File: src/rtl/trisc_exec_ctrl.sv
`default_nettype none
// ============================================================================
// Module      : trisc_exec_ctrl
// Description : Sequencing stage ahead of the trisc 4-bit ALU. Accepts 9-bit
//               instructions over valid/ready, reads operands from a 4x4-bit
//               register file, drives the ALU, captures its result and writes
//               it back. Load-immediate bypasses the ALU.
// Revision    : 1.0 - initial release
// ============================================================================
module trisc_exec_ctrl (
  input  logic       clk,
  input  logic       rst,
  input  logic       instr_valid,
  input  logic [8:0] instr,
  output logic       instr_ready,
  output logic [3:0] alu_a,
  output logic [3:0] alu_b,
  output logic [1:0] alu_s,
  input  logic [3:0] alu_r,
  output logic       wb_valid,
  output logic [1:0] wb_addr,
  output logic [3:0] wb_data,
  input  logic [1:0] dbg_addr,
  output logic [3:0] dbg_data
);

  typedef enum logic [1:0] {
    S_IDLE = 2'd0,
    S_EXEC = 2'd1,
    S_CAPT = 2'd2,
    S_WB   = 2'd3
  } state_t;

  state_t     r_state;
  logic [3:0] r_rf [4];
  logic [3:0] r_alu_a;
  logic [3:0] r_alu_b;
  logic [1:0] r_alu_s;
  logic [3:0] r_result;
  logic [1:0] r_rd;
  logic       r_wb_valid;

  // Instruction field decode
  logic       w_ldi;
  logic [1:0] w_op;
  logic [1:0] w_rd;
  logic [1:0] w_rs1;
  logic [1:0] w_rs2;
  logic [3:0] w_imm;

  assign w_ldi = instr[8];
  assign w_op  = instr[7:6];
  assign w_rd  = instr[5:4];
  assign w_rs1 = instr[3:2];
  assign w_rs2 = instr[1:0];
  assign w_imm = instr[3:0];

  // Ready only in IDLE and never while reset is held, independent of valid
  assign instr_ready = (r_state == S_IDLE) && !rst;

  assign alu_a    = r_alu_a;
  assign alu_b    = r_alu_b;
  assign alu_s    = r_alu_s;
  assign wb_valid = r_wb_valid;
  assign wb_addr  = r_rd;
  assign wb_data  = r_result;
  assign dbg_data = r_rf[dbg_addr];

  // Sequencer: accept, drive ALU, settle, capture, write back
  always_ff @(posedge clk) begin
    if (rst) begin
      r_state    <= S_IDLE;
      r_alu_a    <= 4'd0;
      r_alu_b    <= 4'd0;
      r_alu_s    <= 2'd0;
      r_result   <= 4'd0;
      r_rd       <= 2'd0;
      r_wb_valid <= 1'b0;
      for (int i = 0; i < 4; i++) begin
        r_rf[i] <= 4'd0;
      end
    end else begin
      r_wb_valid <= 1'b0;
      case (r_state)
        S_IDLE: begin
          if (instr_valid) begin
            r_rd <= w_rd;
            if (w_ldi) begin
              // Immediate goes straight to the result; ALU drives are left alone
              r_result   <= w_imm;
              r_wb_valid <= 1'b1;
              r_state    <= S_WB;
            end else begin
              r_alu_a <= r_rf[w_rs1];
              r_alu_b <= r_rf[w_rs2];
              r_alu_s <= w_op;
              r_state <= S_EXEC;
            end
          end
        end
        S_EXEC: begin
          // One cycle for the ALU combinational path to settle
          r_state <= S_CAPT;
        end
        S_CAPT: begin
          r_result   <= alu_r;
          r_wb_valid <= 1'b1;
          r_state    <= S_WB;
        end
        S_WB: begin
          r_rf[r_rd] <= r_result;
          r_state    <= S_IDLE;
        end
        default: begin
          r_state <= S_IDLE;
        end
      endcase
    end
  end

endmodule
`default_nettype wire

File: config.mk
export PLATFORM = sky130hd
export DESIGN_NAME = trisc_exec_ctrl
export DESIGN_NICKNAME = d
export VERILOG_FILES = /design/src/rtl/trisc_exec_ctrl.sv
export SDC_FILE = /design/constraint.sdc
export NUM_CORES = 1
export LEC_CHECK = 0
export CORE_ASPECT_RATIO = 1.5
export CORE_MARGIN = 2
export CORE_UTILIZATION = 45
export CTS_CLUSTER_SIZE = 10
export DETAILED_ROUTE_END_ITERATION = 7
export HOLD_SLACK_MARGIN = 0.03
export PLACE_DENSITY = 0.73
export SETUP_SLACK_MARGIN = 0.3
export SLEW_MARGIN = 20
export SYNTH_ARGS = -nofsm -noshare
export SYNTH_HDL_FRONTEND = slang
export SYNTH_SLANG_ARGS = --single-unit
File: constraint.sdc
create_clock -name clk -period 1.9 [get_ports clk]
set_clock_uncertainty 0.1 [all_clocks]
set_input_delay 0.38 -clock clk [delete_from_list [all_inputs] [get_ports clk]]
set_output_delay 0.38 -clock clk [all_outputs]
set_load 0.005 [all_outputs]
After elaboration in Yosys (flattened, before gate mapping)
Memory sizes are Yosys's and may differ from the RTL's. A register that Yosys moved wholly into a read port is not among the register bits.
Index checks and enable logic that the tools add are counted.

storage, ports and cells
  bits in registers = 11
  memory bits (writable) = 16
  input port bits = 18
  output and inout port bits = 22
  word-level logic and storage cells = 37
  memories = 1

cells by class
  eq/ne operators = 5
  muxes and demuxes = 17
  bitwise logic cells = 1
  reduce and logical (&&, ||, !) cells = 8

memory list
  name  words  bits a word  read ports  clocked after Yosys merged registers in  write ports  RTL line  text
  r_rf  4      4            3           2                                        4            35        logic [3:0] r_rf [4];

operators by type and width
  kind                                                 number
  2-to-1 mux 4 bit                                     3
  2-to-1 mux 1 bit                                     8
  case mux 2 bit (4 select lines)                      1
  case mux 4 bit (2 select lines)                      1
  2-to-1 mux 2 bit                                     3
  AND reduction 3 bit                                  2
  equality test 2 bit, second input constant           2
  != test 2 bit, second input constant                 2
  OR reduction 4 bit                                   1
  equality test 2 x 1 -> 1 bit, second input constant  1
  zero test 2 bit                                      1
  case mux 1 bit (2 select lines)                      1
  AND reduction 2 bit                                  1
  nonzero test 2 bit                                   1
  logical AND 1 bit                                    1
  zero test 1 bit                                      1
  NOT 1 bit                                            1

Depth between registers and ports, before layout
Gate-level depths: netlist of the first run.

  depth in word-level cells = 6
  depth in mapped cells = 6
  depth with buffers taken out = 5

Worst setup path after synthesis of the first run
OpenSTA, ideal clock, no wires.

  path kind = register -> register
  start point = register r_state[1]
  end point = memory r_rf[1][0], enable pin
  setup time = 0.307 ns
  arrival time = 1.062 ns
  data required time = 1.493 ns
  setup slack = 0.430 ns
  cell stages (with the launch flop) = 5
  path buffers = 0
  clock period less this slack = 1.470 ns
  path through = dfxtp_1 ha_1 nand2b_1 nor3b_2 or2_1

RTL lines
  what                    RTL line  text
  start, declared         34        state_t r_state;
  start signal, assigned  72        r_state <= S_IDLE;
  start signal, assigned  92        r_state <= S_WB;
  start signal, assigned  97        r_state <= S_EXEC;
  end, declared           35

==> impl_metrics.yaml, run 1 <==
floorplan:
  placementRows: 27
  dieArea_um2: 4420
  core_area_um2: 3720
  floorplan.initialDensity_pct: 47.2
  dieWidth_um: 55.0
  chipHeight_um: 80.5
  ios: 40
synth:
  ys_top_cells_by_area: "edfxtp_1, dfxtp_1, mux4_1, and2_1, mux4_2"
  ys_warn_count: 0
  synthCells: 150
  syn_nets: 171
  ys_types: 29
  seq_area_frac_synth_pct: 49.1
  synth_top_area_share_pct: 27.4
  syn_avg_cell_area_um2: 11.7
  async_flop_share_pct: 0
  ys.flop_type: "dfxtp_1"
  synth_edf_count: 16
  syn_area_um2: 1750
  synth_top_area_cell: "edfxtp_1"
  synth_seq_cells: 35
global_route:
  gr-total-overflow: 0
  grt_first_pass_wirelength_um: 6260
  grt_pass1_vias: 1413
  grt_max_degree: 14
  grtUsageTotal_pct: 20.5
  antenna_found_initial: 0
sta:
  setup_slack_ns: 0.0910
  setup_viol: 0
  fin_crit_ns: 1.81
  worst_pin_slew_ns: 0.283
  final_max_slew_viol_count: 0
  final.period_utilization_pct: 95.2
  slew_headroom_pct: 81.1
  rsz0062_at_grt: "yes"
  max_freq_ghz: 0.553
  hold_viol: 0
clock_tree:
  clk_path_buf_depth: 2
  worstSkewPairLatency_ns: 0.29
  root_buffer: "clkbuf_8"
  numCtsBuffers: 5
  clk_transition_reported_paths_ns: 0.07
  cts_tree: "yes"
  ctsHtreeMaxLevel: 2
  clock-sinks: 35
  hold_buffers: 0
critical_path:
  cp.required_ns: 1.42
  cp-end-kind: "output port"
  arrival_ns: 1.33
  critPathKind: "reg2out"
  crit_fanout: 2
  cp-start-kind: "register"
drt:
  antenna_left: 0
  drtIter0Drc: 31
  vias: 1405
  drt-total-wl_um: 4340
  first_pass_iters: 4
  remaining_drc_errors: 0
  viasPerCell: 5.42
  routedWlPerCell_um: 16.7
power_and_ir_drop:
  comb_power_share_pct: 33.2
  switching_share_pct: 30.8
  internal-power_mw: 1.54
  p_sw_uw: 684
  seqPwrFrac_pct: 43.8
  p_leak_nw: 1.09
  peakVddDrop_uv: 905
  finalPower_mw: 2.22
  pwr-share-clk_pct: 23.0
  power_density_nw_per_um2: 893
final_layout:
  final_core_util_pct: 67.0
  drive_above_1_share_pct: 31.5
  area_delta_synth_final_pct: 42.0
  diodes: 0
  stdcell_count: 259
  layout.nets: 236
placed_design:
  place_ws_ns: -0.608
  routabilityCongestion: 0.780
  dpl.hpwl_um: 3170
  post-place-cells: 236
  numPortBuffers: 39
worst_hold_path:
  hold_class: "reg2reg"
run:
  max_cap_viol_count: 0
run_status:
  status: "completed"
[stage by stage]
step           TNS, ns  hold WS [ns]  instance area (um2)
2_1_floorplan        0         0.353                 1750
4_1_cts              0         0.354                 2400
5_1_grt              0         0.371                 2490
3_5_place_dp     -3.30         0.347                 2240
3_3_place_gp     -2.71         0.345                 2240
6_report             0         0.353                 2490
[path summary, 6_finish.rpt]
check	from	end	slack, ns	cells past startpoint
worst min register to register	alu_b[3]$_SDFFE_PP0P_	alu_b[3]$_SDFFE_PP0P_	0.35	2
worst min-delay path	alu_b[3]$_SDFFE_PP0P_	alu_b[3]$_SDFFE_PP0P_	0.35	2
worst max register to register	r_state[1]$_SDFFE_PP0P_	wb_data[1]$_SDFFE_PP0P_	0.33	5
worst max-delay path	r_rf[3][3]$_DFFE_PP_	dbg_data[3]	0.09	2
[routing by layer]
metal  part of all wire [%]  track usage [%]  vias to the layer above
met1                     33             18.8                      665
met3                    5.2             2.97                        7
met2                     60             39.8                       47
met5                      0                0                        -
li1                       -                -                      686
met4                    1.7             10.7                        0
[cell usage after synthesis (2+ instances only)]
cell	count
nand2_1	23
dfxtp_1	19
and2_1	16
edfxtp_1	16
a21oi_1	13
mux4_1	8
nor3_1	8
nor2b_1	6
a221oi_1	4
mux4_2	4
buf_2	3
ha_1	3
nand3_1	3
nor2_1	3
or2_1	3
clkbuf_1	2
inv_1	2
nand2b_1	2
nor3b_2	2
[critical path, stage by stage, from the launching register on]
cell	delay [ns]
edfxtp_1	0.42
mux4_2	0.48
buf_2	0.14
[power by group through the flow]
stage	clock (mW)	sequential [mW]	combinational (mW)
floorplan	0	0.961	0.346
global placement	0	0.983	0.593
detailed placement	0	0.990	0.617
CTS	0.522	0.973	0.663
global route	0.546	0.984	0.807
finish	0.511	0.974	0.739
[registers in the layout, indices dropped and copies added, names as in the netlist]
name,cells
alu_a,4
alu_b,4
alu_s,2
r_rf,16
r_state,2
wb_addr,2
wb_data,4
wb_valid,1
[placed cells by master, fill, tap and decap left out]
cell             instances
nand2_1                 23
nor3b_2                  2
nand3_1                  3
mux2i_1                  1
ha_4                     1
clkdlybuf4s50_1         13
dlymetal6s2s_1           3
nand2b_4                 1
nor3_2                   1
nand2b_2                 1
dfxtp_4                  6
dfxtp_1                 10
nor2b_1                  5
nor3_1                   8
and3b_2                  1
dfxtp_2                  3
and2_1                  16
nor2_1                   3
or2_4                    2
nor2b_4                  1
a31o_2                   1
nand3b_1                 1
dlygate4sd2_1           17
buf_2                    5
and3_1                   1
buf_4                   25
o21ai_0                  1
a21oi_1                 13
edfxtp_1                16
a221oi_2                 4
a211oi_1                 1
and2b_1                  1
mux4_1                   8
or2_1                    1
ha_2                     2
clkbuf_8                 5
clkbuf_1                 3
inv_2                    2
clkdlybuf4s15_2          1
mux4_2                   4
[cell families after synthesis]
family,share of synthesized area [%]
buffers and inverters,2.14
DFF,49.1
AOI/OAI and AO/OA,6.92
adders and majority gates,2.14
muxes,17.7
and+or+nand+nor,22.0
[final cells by class]
class,instances,area [um2]
sequential,35,887
fill,291,1220
inverter,2,7.51
clock buffer,8,80.1
timing repair buffer,64,541
tap,43,53.8
multi-input combinational,107,922
[what timing repair did]
item | CTS | global route
pin swaps | 1 | 2
setup buffers | 11 | 4
gates resized for setup | 62 | 13
endpoints found under the setup margin | 39 | 42
(Power assumes the default switching activity.)
==> run 2, diff against run 1 <==
- CORE_UTILIZATION: 45 -> 40
- HOLD_SLACK_MARGIN: 0.03 -> not set
- PLACE_DENSITY: 0.73 -> 0.66
==> run 2 against run 1 <==
  * Sequential power about the same
  * Clock-buffer cell count down 1
  * Flip-flop and latch count unchanged
  * Critical endpoint is now dbg_data[2]
==> impl_metrics.yaml, run 2 (synthesis results as in run 1) <==
run:
  max_cap_viol_count: 0
drt:
  drt-total-wl_um: 4270
  viasPerCell: 5.47
  vias: 1427
  drtIter0Drc: 58
  remaining_drc_errors: 0
  antenna_left: 0
  first_pass_iters: 4
  routedWlPerCell_um: 16.3
critical_path:
  cp.required_ns: 1.42
  critPathKind: "reg2out"
  cp-end-kind: "output port"
  path_delay_family: "multiplexers"
  r2r_slack_ns: 0.36
  crit_fanout: 2
  rr_endpoint: "r_rf[2][1]$_SDFFCE_PN0P_"
  slowest_delay_ns: 0.48
  arrival_ns: 1.32
  path_buf_inv: 1
  ff2ff_path_depth: 5
  crit_chain: "mux4_2, buf_2"
  r2r-start: "r_state[0]$_SDFFE_PP0P_"
  cp-start-kind: "register"
  slowest_stage: "mux4_2"
floorplan:
  chipHeight_um: 85.1
  floorplan.initialDensity_pct: 41.7
  dieArea_um2: 4940
  core_area_um2: 4210
  ios: 40
  dieWidth_um: 58.1
  placementRows: 29
worst_hold_path:
  hold_class: "reg2reg"
  hold_end: "alu_a[0]$_SDFFE_PP0P_"
  min_from: "alu_a[0]$_SDFFE_PP0P_"
  whs_path_depth: 2
final_layout:
  diodes: 0
  stdcell_count: 261
  layout.nets: 235
  register_area_um2: 886
  final_cell_mix: "buf_4, nand2_1, dlygate4sd2_1, and2_1, edfxtp_1"
  largest_reg_flops: 16
  final_cell_area_um2: 2470
  drive_above_1_share_pct: 28.8
  area_delta_synth_final_pct: 41.0
  regMostFlops: "r_rf"
  mostFrequentLayoutCell: "buf_4"
  n_fill_cell: 363
  final_core_util_pct: 58.8
  multiInputGateArea_um2: 907
placed_design:
  numPortBuffers: 39
  routabilityCongestion: 0.798
  dpl-instance-area_um2: 2250
  dpl.hpwl_um: 3090
  post-place-cells: 240
global_route:
  gr-total-overflow: 0
  grt_max_degree: 14
  grtUsageTotal_pct: 17.6
  grt_first_pass_wirelength_um: 6430
  antenna_found_initial: 0
  grt_pass1_vias: 1373
sta:
  whs_ns: 0.360
  setup_viol: 0
  rsz0062_at_grt: "yes"
  final.period_utilization_pct: 94.8
  hold_viol: 0
  slew_headroom_pct: 80.2
  final_max_slew_viol_count: 0
  fin_crit_ns: 1.80
  worst_pin_slew_ns: 0.297
  max_freq_ghz: 0.555
power_and_ir_drop:
  power_density_nw_per_um2: 904
  peakVddDrop_uv: 827
  p_sw_uw: 682
  finalPower_mw: 2.24
  comb_power_share_pct: 31.8
  switching_share_pct: 30.5
  pwr-share-clk_pct: 24.6
  p_leak_nw: 1.06
  seqPwrFrac_pct: 43.6
  internal-power_mw: 1.55
clock_tree:
  ctsHtreeMaxLevel: 2
  clk_transition_reported_paths_ns: 0.07
  clk_path_buf_depth: 2
  root_buffer: "clkbuf_8"
  hold_buffers: 0
  worstSkewPairLatency_ns: 0.29
  numCtsBuffers: 5
  clock-sinks: 35
  cts_tree: "yes"
run_status:
  status: "completed"
run 2: cell types whose count changed in the layout (fill, tap and decap cells not counted), sizes merged:
cell          change
clkinv            +1
clkbuf            -1
dlygate4sd2       +2
buf               -1
dlymetal6s2s      -2
run 2: worst reg2reg max path, stage by stage, from the launching register on:
cell and delay [ns]:
dfxtp_2 0.33, buf_4 0.11, ha_2 0.21, nand2b_4 0.09, nor3b_4 0.24, or2_4 0.18
run 2: through the flow:
step | setup slack, ns | setup TNS (ns)
final | 0.0990 | 0
after global placement | -0.556 | -2.70
after global routing | 0.0611 | 0
after detailed placement | -0.598 | -3.04
after floorplan | 0.430 | 0
after CTS | 0.0840 | 0
run 2: power by group through the flow:
stage / logic, mW / clock network [mW] / registers, mW
after floorplan: 0.346 / 0 / 0.961
after global placement: 0.604 / 0 / 0.989
after detailed placement: 0.613 / 0 / 0.991
after CTS: 0.653 / 0.557 / 0.970
after global routing: 0.780 / 0.583 / 0.986
final: 0.712 / 0.549 / 0.975
run 2: timing repair:
| item | CTS | global route |
|---|---|---|
| endpoints found under the setup margin | 41 | 30 |
| gates resized for setup | 60 | 9 |
| pin swaps | 0 | 1 |
| cloned | 0 | 0 |
| setup buffers | 10 | 3 |
run 2: layer usage:
metal / routed length, um / vias to the layer above / global-route usage [%]
met3: 233 / 13 / 3.66
li1: - / 681 / -
met5: 0 / - / 0
met2: 2390 / 58 / 33.8
met4: 76 / 0 / 7.40
met1: 1570 / 675 / 17.6
run 2: layout make-up:
cell class	count	area share (%)
Sequential cell	35	35.8
Timing Repair Buffer	63	21.2
Tap cell	46	2.33
Clock inverter	1	0.152
Multi-Input combinational cell	107	36.7
Clock buffer	7	3.49
Inverter	2	0.303
run 2: how the worst max path moves through the flow:
stage	from	endpoint	slack (ns)	cells after the start
floorplan	r_state[1]$_SDFFE_PP0P_	r_rf[1][0]$_SDFFCE_PN0P_	0.43	4
global placement	dbg_addr[0]	dbg_data[2]	-0.56	3
detailed placement	dbg_addr[0]	dbg_data[3]	-0.60	3
CTS	r_rf[3][2]$_DFFE_PP_	dbg_data[2]	0.08	2
global route	r_rf[3][2]$_DFFE_PP_	dbg_data[2]	0.06	2
finish	r_rf[3][2]$_DFFE_PP_	dbg_data[2]	0.1	2
==> run 3, diff against run 2 <==
- CORE_MARGIN: 2 -> not set
==> run 3 against run 2 <==
  * Critical path depth is the same
  * Clock power is 6.7% lower
  * Setup slack worse by 0.0030 ns
  * Clock-buffer cell count is 1 higher
  * Routed wire length is 1.5% lower
  * Non-clock buffer count up 1
  * Cell count up 0.38%
  * Largest cell class unchanged
  * Die area decreased by 5.7%
  * Power is 0.20% lower
  * Critical path type unchanged
  * Fmax decreased by 0.17%
  * Cell area is 0.71% higher
  * Largest power group unchanged
  * Critical endpoint is now dbg_data[3]
  * Register-to-register slack is essentially flat
==> impl_metrics.yaml, run 3 (synthesis results as in run 1) <==
run_status:
  status: "completed"
clock_tree:
  root_buffer: "clkbuf_8"
  worstSkewPairLatency_ns: 0.28
  clock-sinks: 35
  numCtsBuffers: 5
  clk_transition_reported_paths_ns: 0.07
  cts_tree: "yes"
  ctsHtreeMaxLevel: 2
  hold_buffers: 0
  clk_path_buf_depth: 2
critical_path:
  crit_fanout: 2
  crit_chain: "mux4_2, buf_2"
  critPathKind: "reg2out"
  slowest_delay_ns: 0.47
  slowest_stage: "mux4_2"
  arrival_ns: 1.32
  cp-start-kind: "register"
  cp.required_ns: 1.42
  cp-end-kind: "output port"
drt:
  first_pass_iters: 4
  drt-total-wl_um: 4200
  viasPerCell: 5.45
  vias: 1428
  antenna_left: 0
  drtIter0Drc: 41
  routedWlPerCell_um: 16.0
  remaining_drc_errors: 0
placed_design:
  routabilityCongestion: 0.816
  numPortBuffers: 39
  dpl.hpwl_um: 3030
  dpl-instance-area_um2: 2250
  post-place-cells: 240
run:
  max_cap_viol_count: 0
global_route:
  grtUsageTotal_pct: 18.9
  grt_max_degree: 16
  grt_pass1_vias: 1413
  antenna_found_initial: 0
  gr-total-overflow: 0
  grt_first_pass_wirelength_um: 6650
final_layout:
  stdcell_count: 262
  final_cell_mix: "buf_4, nand2_1, dlygate4sd2_1, and2_1, edfxtp_1"
  area_delta_synth_final_pct: 42.0
  drive_above_1_share_pct: 31.5
  regMostFlops: "r_rf"
  final_cell_area_um2: 2490
  n_fill_cell: 361
  diodes: 0
  layout.nets: 236
  largest_reg_flops: 16
  mostFrequentLayoutCell: "buf_4"
sta:
  tns_ns: 0
  final.period_utilization_pct: 94.9
  rsz0062_at_grt: "yes"
  max_freq_ghz: 0.554
  hold_viol: 0
  setup_viol: 0
  fin_crit_ns: 1.80
  final_max_slew_viol_count: 0
  worst_pin_slew_ns: 0.272
  slew_headroom_pct: 81.9
  whs_ns: 0.354
floorplan:
  chipHeight_um: 83.1
  dieArea_um2: 4660
  ios: 40
  dieWidth_um: 56.1
  floorplan.initialDensity_pct: 41.7
  core_area_um2: 4210
  placementRows: 29
power_and_ir_drop:
  peakVddDrop_uv: 686
  p_leak_nw: 1.08
  finalPower_mw: 2.23
  power_density_nw_per_um2: 896
worst_hold_path:
  hold_class: "reg2reg"
-- run 3: cell types whose count changed in the layout (fill, tap and decap cells not counted), sizes merged --
cell / change
clkinv: -1
clkbuf: +1
dlymetal6s2s: +1
dlygate4sd2: -1
buf: +2
clkdlybuf4s15: -1
-- run 3: through the flow --
stage | setup slack (ns) | util (%)
2_1_floorplan | 0.430 | -
3_3_place_gp | -0.555 | 53.6
3_5_place_dp | -0.577 | 53.6
4_1_cts | 0.0940 | 57.1
5_1_grt | 0.0568 | 59.2
6_report | 0.0960 | 59.2
-- run 3: path summary, 6_finish.rpt --
| path | slack, ns | startpoint | cells past startpoint | end |
|---|---|---|---|---|
| worst max-delay path | 0.1 | r_rf[3][3]$_DFFE_PP_ | 2 | dbg_data[3] |
| worst min-delay path | 0.35 | alu_a[0]$_SDFFE_PP0P_ | 2 | alu_a[0]$_SDFFE_PP0P_ |
| worst max register to register | 0.35 | r_state[1]$_SDFFE_PP0P_ | 6 | wb_data[0]$_SDFFE_PP0P_ |
| worst min register to register | 0.35 | alu_a[0]$_SDFFE_PP0P_ | 2 | alu_a[0]$_SDFFE_PP0P_ |
-- run 3: per-layer routing --
layer  vias up  GRT usage [%]  share of wire (%)
li1        683              -                  -
met1       680           18.5                 36
met2        58           36.6                 57
met3         7           4.52                5.3
met4         0           7.32                1.8
met5         -              0                  0
-- run 3: layout make-up --
type	count	area [um2]	area share (%)
Multi-Input combinational cell	107	927	37.2
Timing Repair Buffer	64	531	21.3
Clock buffer	8	80.1	3.21
Inverter	2	7.51	0.301
Tap cell	46	57.6	2.31
Sequential cell	35	888	35.7
-- run 3: power breakdown --
part / switching (mW) / internal, mW / total (mW) / leakage, nW
registers: 0.0801 / 0.899 / 0.980 / 0.326
logic: 0.357 / 0.382 / 0.739 / 0.711
clock network: 0.252 / 0.260 / 0.512 / 0.0395
-- run 3: repair_timing --
| action | CTS | global route |
|---|---|---|
| pin swaps | 1 | 3 |
| buffers inserted | 10 | 4 |
| resized for setup | 63 | 12 |
| setup endpoints to repair | 39 | 25 |
-- run 3: critical path, delay by kind of cell (launching register included) --
family / cells / cell delay [ns]
buf+inv: 1 / 0.14
flops: 1 / 0.43
mux: 1 / 0.47
